File: config.mk
export PLATFORM = sky130hd
export DESIGN_NAME = pulse_counter
export DESIGN_NICKNAME = d
export VERILOG_FILES = /design/src/rtl/pulse_counter.sv
export SDC_FILE = /design/constraint.sdc
export NUM_CORES = 1
export LEC_CHECK = 0
export BUFFER_PORTS_ARGS = -buffer_cell sky130_fd_sc_hd__buf_2
export CORE_MARGIN = 2
export CORE_UTILIZATION = 63
export DETAILED_ROUTE_END_ITERATION = 6
export PLACE_DENSITY = 0.81
export SLEW_MARGIN = 40
export SYNTH_ARGS = -nofsm -noshare
export SYNTH_HDL_FRONTEND = slang
export SYNTH_SLANG_ARGS = --single-unit
File: constraint.sdc
create_clock -name clk_200MHz -period 4.6 [get_ports clk_200MHz]
set_input_delay 0.46 -clock clk_200MHz [delete_from_list [all_inputs] [get_ports clk_200MHz]]
set_output_delay 0.46 -clock clk_200MHz [all_outputs]
set_load 0.03 [all_outputs]
File: src/rtl/pulse_counter.sv
// pulse_counter: gated pulse counter producing counts per minute; define CPM_BCD_EN for BCD output
module pulse_counter #(
    parameter int GATE_CYCLES = 200000000,
    parameter int CPM_MULT = 60
) (
    input  logic        clk_200MHz,
    input  logic        reset,
    input  logic        pulse_in,
    input  logic        access,
    output logic [21:0] result_for_cpm,
    output logic        end_measurement
);
    localparam int GW = $clog2(GATE_CYCLES + 1);
    localparam int PW = 22 + $clog2(CPM_MULT + 1);
`ifdef CPM_BCD_EN
    localparam logic [21:0] LIM = 22'd399999;
`else
    localparam logic [21:0] LIM = 22'h3FFFFF;
`endif
    typedef enum logic [2:0] {IDLE, COUNT, SCALE, CONVERT, DONE, RELEASE} state_t;
    state_t state;
    logic [2:0] sync;
    logic [GW-1:0] gate;
    logic [21:0] count;
    logic [PW-1:0] prod;
    logic [21:0] sat;
    logic hit;
    assign hit = sync[1] & ~sync[2];
    assign prod = PW'(count) * PW'(CPM_MULT);
    assign sat = (prod > PW'(LIM)) ? LIM : prod[21:0];
`ifdef CPM_BCD_EN
    logic [21:0] bin;
    logic [20:0] bcd;
    logic [19:0] adj;
    logic [21:0] nbcd;
    logic [4:0] step;
    // double-dabble adjust: add 3 to every digit >= 5 before the next shift
    always_comb begin
        adj = bcd[19:0];
        for (int i = 0; i < 5; i++)
            adj[4*i +: 4] = bcd[4*i +: 4] + ((bcd[4*i +: 4] >= 4'd5) ? 4'd3 : 4'd0);
    end
    assign nbcd = {bcd[20], adj, bin[21]};
`endif
    // two-flop synchronizer followed by the edge-detect history flop
    always_ff @(posedge clk_200MHz or posedge reset) begin
        if (reset) sync <= '0;
        else sync <= {sync[1:0], pulse_in};
    end
    // measurement sequencer: gate, scale, optional BCD conversion, handshake
    always_ff @(posedge clk_200MHz or posedge reset) begin
        if (reset) begin
            state <= IDLE;
            gate <= '0;
            count <= '0;
            result_for_cpm <= '0;
            end_measurement <= 1'b0;
`ifdef CPM_BCD_EN
            bin <= '0;
            bcd <= '0;
            step <= '0;
`endif
        end else begin
            case (state)
                IDLE: if (access) begin
                    gate <= '0;
                    count <= '0;
                    state <= COUNT;
                end
                COUNT: begin
                    if (hit && count != 22'h3FFFFF) count <= count + 1'b1;
                    gate <= gate + 1'b1;
                    if (gate == GW'(GATE_CYCLES - 1)) state <= SCALE;
                end
                SCALE: begin
`ifdef CPM_BCD_EN
                    bin <= sat;
                    bcd <= '0;
                    step <= '0;
                    state <= CONVERT;
`else
                    result_for_cpm <= sat;
                    end_measurement <= 1'b1;
                    state <= DONE;
`endif
                end
`ifdef CPM_BCD_EN
                CONVERT: begin
                    bin <= {bin[20:0], 1'b0};
                    bcd <= nbcd[20:0];
                    step <= step + 1'b1;
                    if (step == 5'd21) begin
                        result_for_cpm <= nbcd;
                        end_measurement <= 1'b1;
                        state <= DONE;
                    end
                end
`endif
                DONE: if (!access) state <= RELEASE;
                RELEASE: if (access) begin
                    end_measurement <= 1'b0;
                    gate <= '0;
                    count <= '0;
                    state <= COUNT;
                end
                default: state <= IDLE;
            endcase
        end
    end
endmodule

==> impl_metrics.tcl <==
set metrics [dict create \
    final_area_um2 6590 \
    die_w_um 103 \
    intPower_mw 1.75 \
    die_y_um 103 \
    rows 36 \
    synth_compound_area_share_pct 11.9 \
    grt_usage_pct 23.2 \
    synth_nets 750 \
    grt_overflow 0 \
    drive_above_1_share_pct 9.66 \
    syn_area_um2 6160 \
    h-tree-depth 3 \
    finalHoldViolCount 0 \
    critical_path.top_delay_family "adder cells" \
    status "finished clean" \
    critical-path-slowest-cell "fa_1" \
    first_pass_iters 5 \
    worstSetupStartpointType "register" \
    grt_pass1_vias 4322 \
    ys_warn_count 0 \
    max_freq_ghz 0.241 \
    p_per_area_nw_per_um2 483 \
    synth_edf_count 0 \
    drt_iter0_markers 207 \
    cts_tree "done" \
    critPathKind "register to register" \
    r2r_cells 14 \
    cts.sinks 78 \
    clkPwrFrac_pct 17.0 \
    worstSetupStartpoint "count[3]" \
    fillerInstances 768 \
    clk_pin_slew_ns 0.09 \
    synthSimpleGateAreaFrac_pct 17.6 \
    reg2reg_slack_ns 0.45 \
    totalWireLength_mm 11.4 \
    pre_cts_ws_ns 0.444 \
    dp_cells 800 \
    cts_inserted_buffers 9 \
    comb_power_share_pct 53.3 \
    worstPathMaxFanout 21 \
    timing.final.crit_period_ns 4.15 \
    synth_seq_area_share_pct 31.7 \
    antenna_found_initial 0 \
    gp_congestion 0.916 \
    synth.avg_cell_area_um2 9.40 \
    cp.arrival_ns 4.39 \
    leakagePower_nw 3.17 \
    viasPerCell 5.56 \
    r2r-start "count[3]" \
    dpl-instance-area_um2 6380 \
    setup_tns_ns 0 \
    r2r-end "result_for_cpm[21]" \
    p_sw_mw 1.43 \
    period_share_pct 90.2 \
    worst_pin_slew_ns 0.596 \
    post_cts_buffers 0 \
    power_mw 3.18 \
    final_common_cell "nor2_1" \
    crit_required_ns 4.84 \
    synth_top_family_by_area "adder cells" \
    num_vias 4540 \
    slowest_delay_ns 0.51 \
    synth_xor_area_share_pct 8.10 \
    cts-root-buf "clkbuf_8" \
    cp.depth 14 \
    mostFrequentLayoutCells "nor2_1 (84), inv_1 (78), dfrtp_1 (78)" \
    seqPwrFrac_pct 29.7 \
    post-dp-hpwl_mm 8.90 \
    crit_path_end "result_for_cpm[21]" \
    routedWlPerCell_um 14.0 \
    finalMaxSlewViolations 0 \
    synth_mux_area_share_pct 0.508 \
    grt_max_degree 49 \
    crit_buf_inv 3 \
    fin_util_pct 68.4 \
    fin_cells 816 \
    diodes 0 \
    nets 772 \
    netlist_instances 656 \
    multi_input_area_um2 3790 \
    cp-end-kind "register" \
    hold_buffers 0 \
    swShare_pct 44.9 \
    drc_errors 0 \
    cts.path.max_buffers 2 \
    post_cts_resized 0 \
    regArea_um2 1950 \
    core-area_um2 9640 \
    synthArstFlopShare_pct 100 \
    synth_ff_type "dfrtp_1" \
    ant_nets 0 \
    area_growth_pct 6.90 \
    worstSkewPairLatency_ns 0.36 \
    hold_class "primary input to asynchronous set/reset pin" \
    relSlewSlack_pct 60.2 \
    rsz0062_at_grt "false" \
    ys_ff_latch 78 \
    setup_ws_ns 0.449 \
    ios 27 \
    crit_chain "inv_1 > fa_1 > fa_1 > inv_1 > ha_1 > nor2b_1 > o2111ai_1 > a21boi_1 > o21ai_1 > a21boi_0 > or4_1 > nand4_1 > buf_4 > a31oi_1" \
    setup_viol 0 \
    maxCapViolCount 0 \
    die_area_um2 10600 \
    finClkSkew_ns 0.0132 \
    initial_utilization_pct 63.9 \
    synth_fa_ha_area_share_pct 23.4 \
    grt_pass1_wl_mm 19.4 \
    synthDistinctLibCells 62 \
    peakVddDrop_uv 313 \
    io_buffers 26 \
    whs_ns 0.140 \
]
worst min path at each step:
stage,from,to,cells after the start
floorplan,sync[0],sync[1],0
global route,reset,gate[8],2
CTS,pulse_in,sync[0],1
detailed placement,sync[0],sync[1],0
global placement,sync[0],sync[1],0
finish,reset,gate[15],2
cell type report:
cell class / instances / share of cell area [%]
timing repair buffer: 31 / 2.54
multi-input combinational: 477 / 57.6
clock buffer: 9 / 1.88
clock inverter: 7 / 1.22
tap: 133 / 2.53
inverter: 81 / 4.65
sequential: 78 / 29.6
registers in the layout, summed over array words and instances, names as in the netlist:
name             count
count               22
end_measurement      1
gate                28
result_for_cpm      21
state                3
sync                 3
cells in the mapped netlist, drive strengths merged (2+ instances only):
cell type | number | share of area (%)
o2111ai | 3 | 0.53
a211oi | 7 | 1.0
nor4 | 3 | 0.30
mux2i | 2 | 0.32
nor2 | 84 | 5.1
nor3b | 4 | 0.67
o21ai | 25 | 2.0
nand2b | 6 | 0.61
xnor2 | 32 | 4.5
nor2b | 2 | 0.20
inv | 80 | 4.9
nand4 | 16 | 1.9
a21oi | 30 | 2.4
ha | 49 | 9.9
nor4b | 2 | 0.53
or2 | 2 | 0.20
nor3 | 11 | 1.2
or3 | 7 | 0.71
clkbuf | 9 | 0.55
and3 | 6 | 0.61
nand3 | 24 | 1.9
dfrtp | 78 | 32
a31oi | 22 | 2.2
a21o | 9 | 1.1
nand2 | 37 | 2.3
buf | 11 | 1.4
a21boi | 3 | 0.37
a311oi | 3 | 0.53
fa | 41 | 13
or4 | 4 | 0.49
xor2 | 25 | 3.6
and2 | 2 | 0.20
and4 | 3 | 0.43
per-layer routing:
metal	vias to the layer above	track usage (%)	share of wire, %
li1	2255	-	-
met1	2175	31.1	46
met2	94	38.6	49
met3	16	4.20	3.7
met4	0	7.29	1.7
met5	-	0	0
logic make-up after synthesis:
logic type                 after synthesis
AOI/OAI and AO/OA                      112
xor gates and xnor gates                57
adders and majority gates               91
buffers and inverters                  101
DFF                                     78
muxes                                    3
and+or+nand+nor                        214
worst register-to-register path, cell delays in order (launching register included):
cell and delay [ns]:
dfrtp_1 0.43, inv_1 0.21, fa_1 0.48, fa_1 0.51, inv_1 0.04, ha_1 0.33, nor2b_1 0.17, o2111ai_1 0.27
a21boi_1 0.15, o21ai_1 0.31, a21boi_0 0.18, or4_1 0.49, nand4_1 0.11, buf_4 0.23, a31oi_1 0.12
power by group through the flow:
stage / clock [mW] / combinational, mW / sequential (mW)
after CTS: 0.552 / 1.70 / 0.946
after floorplan: 0 / 1.19 / 1.11
after global placement: 0 / 1.63 / 0.948
after detailed placement: 0 / 1.70 / 0.960
final: 0.541 / 1.69 / 0.945
after global routing: 0.587 / 1.90 / 0.970
No activity file was read; power rests on OpenSTA's default activity.
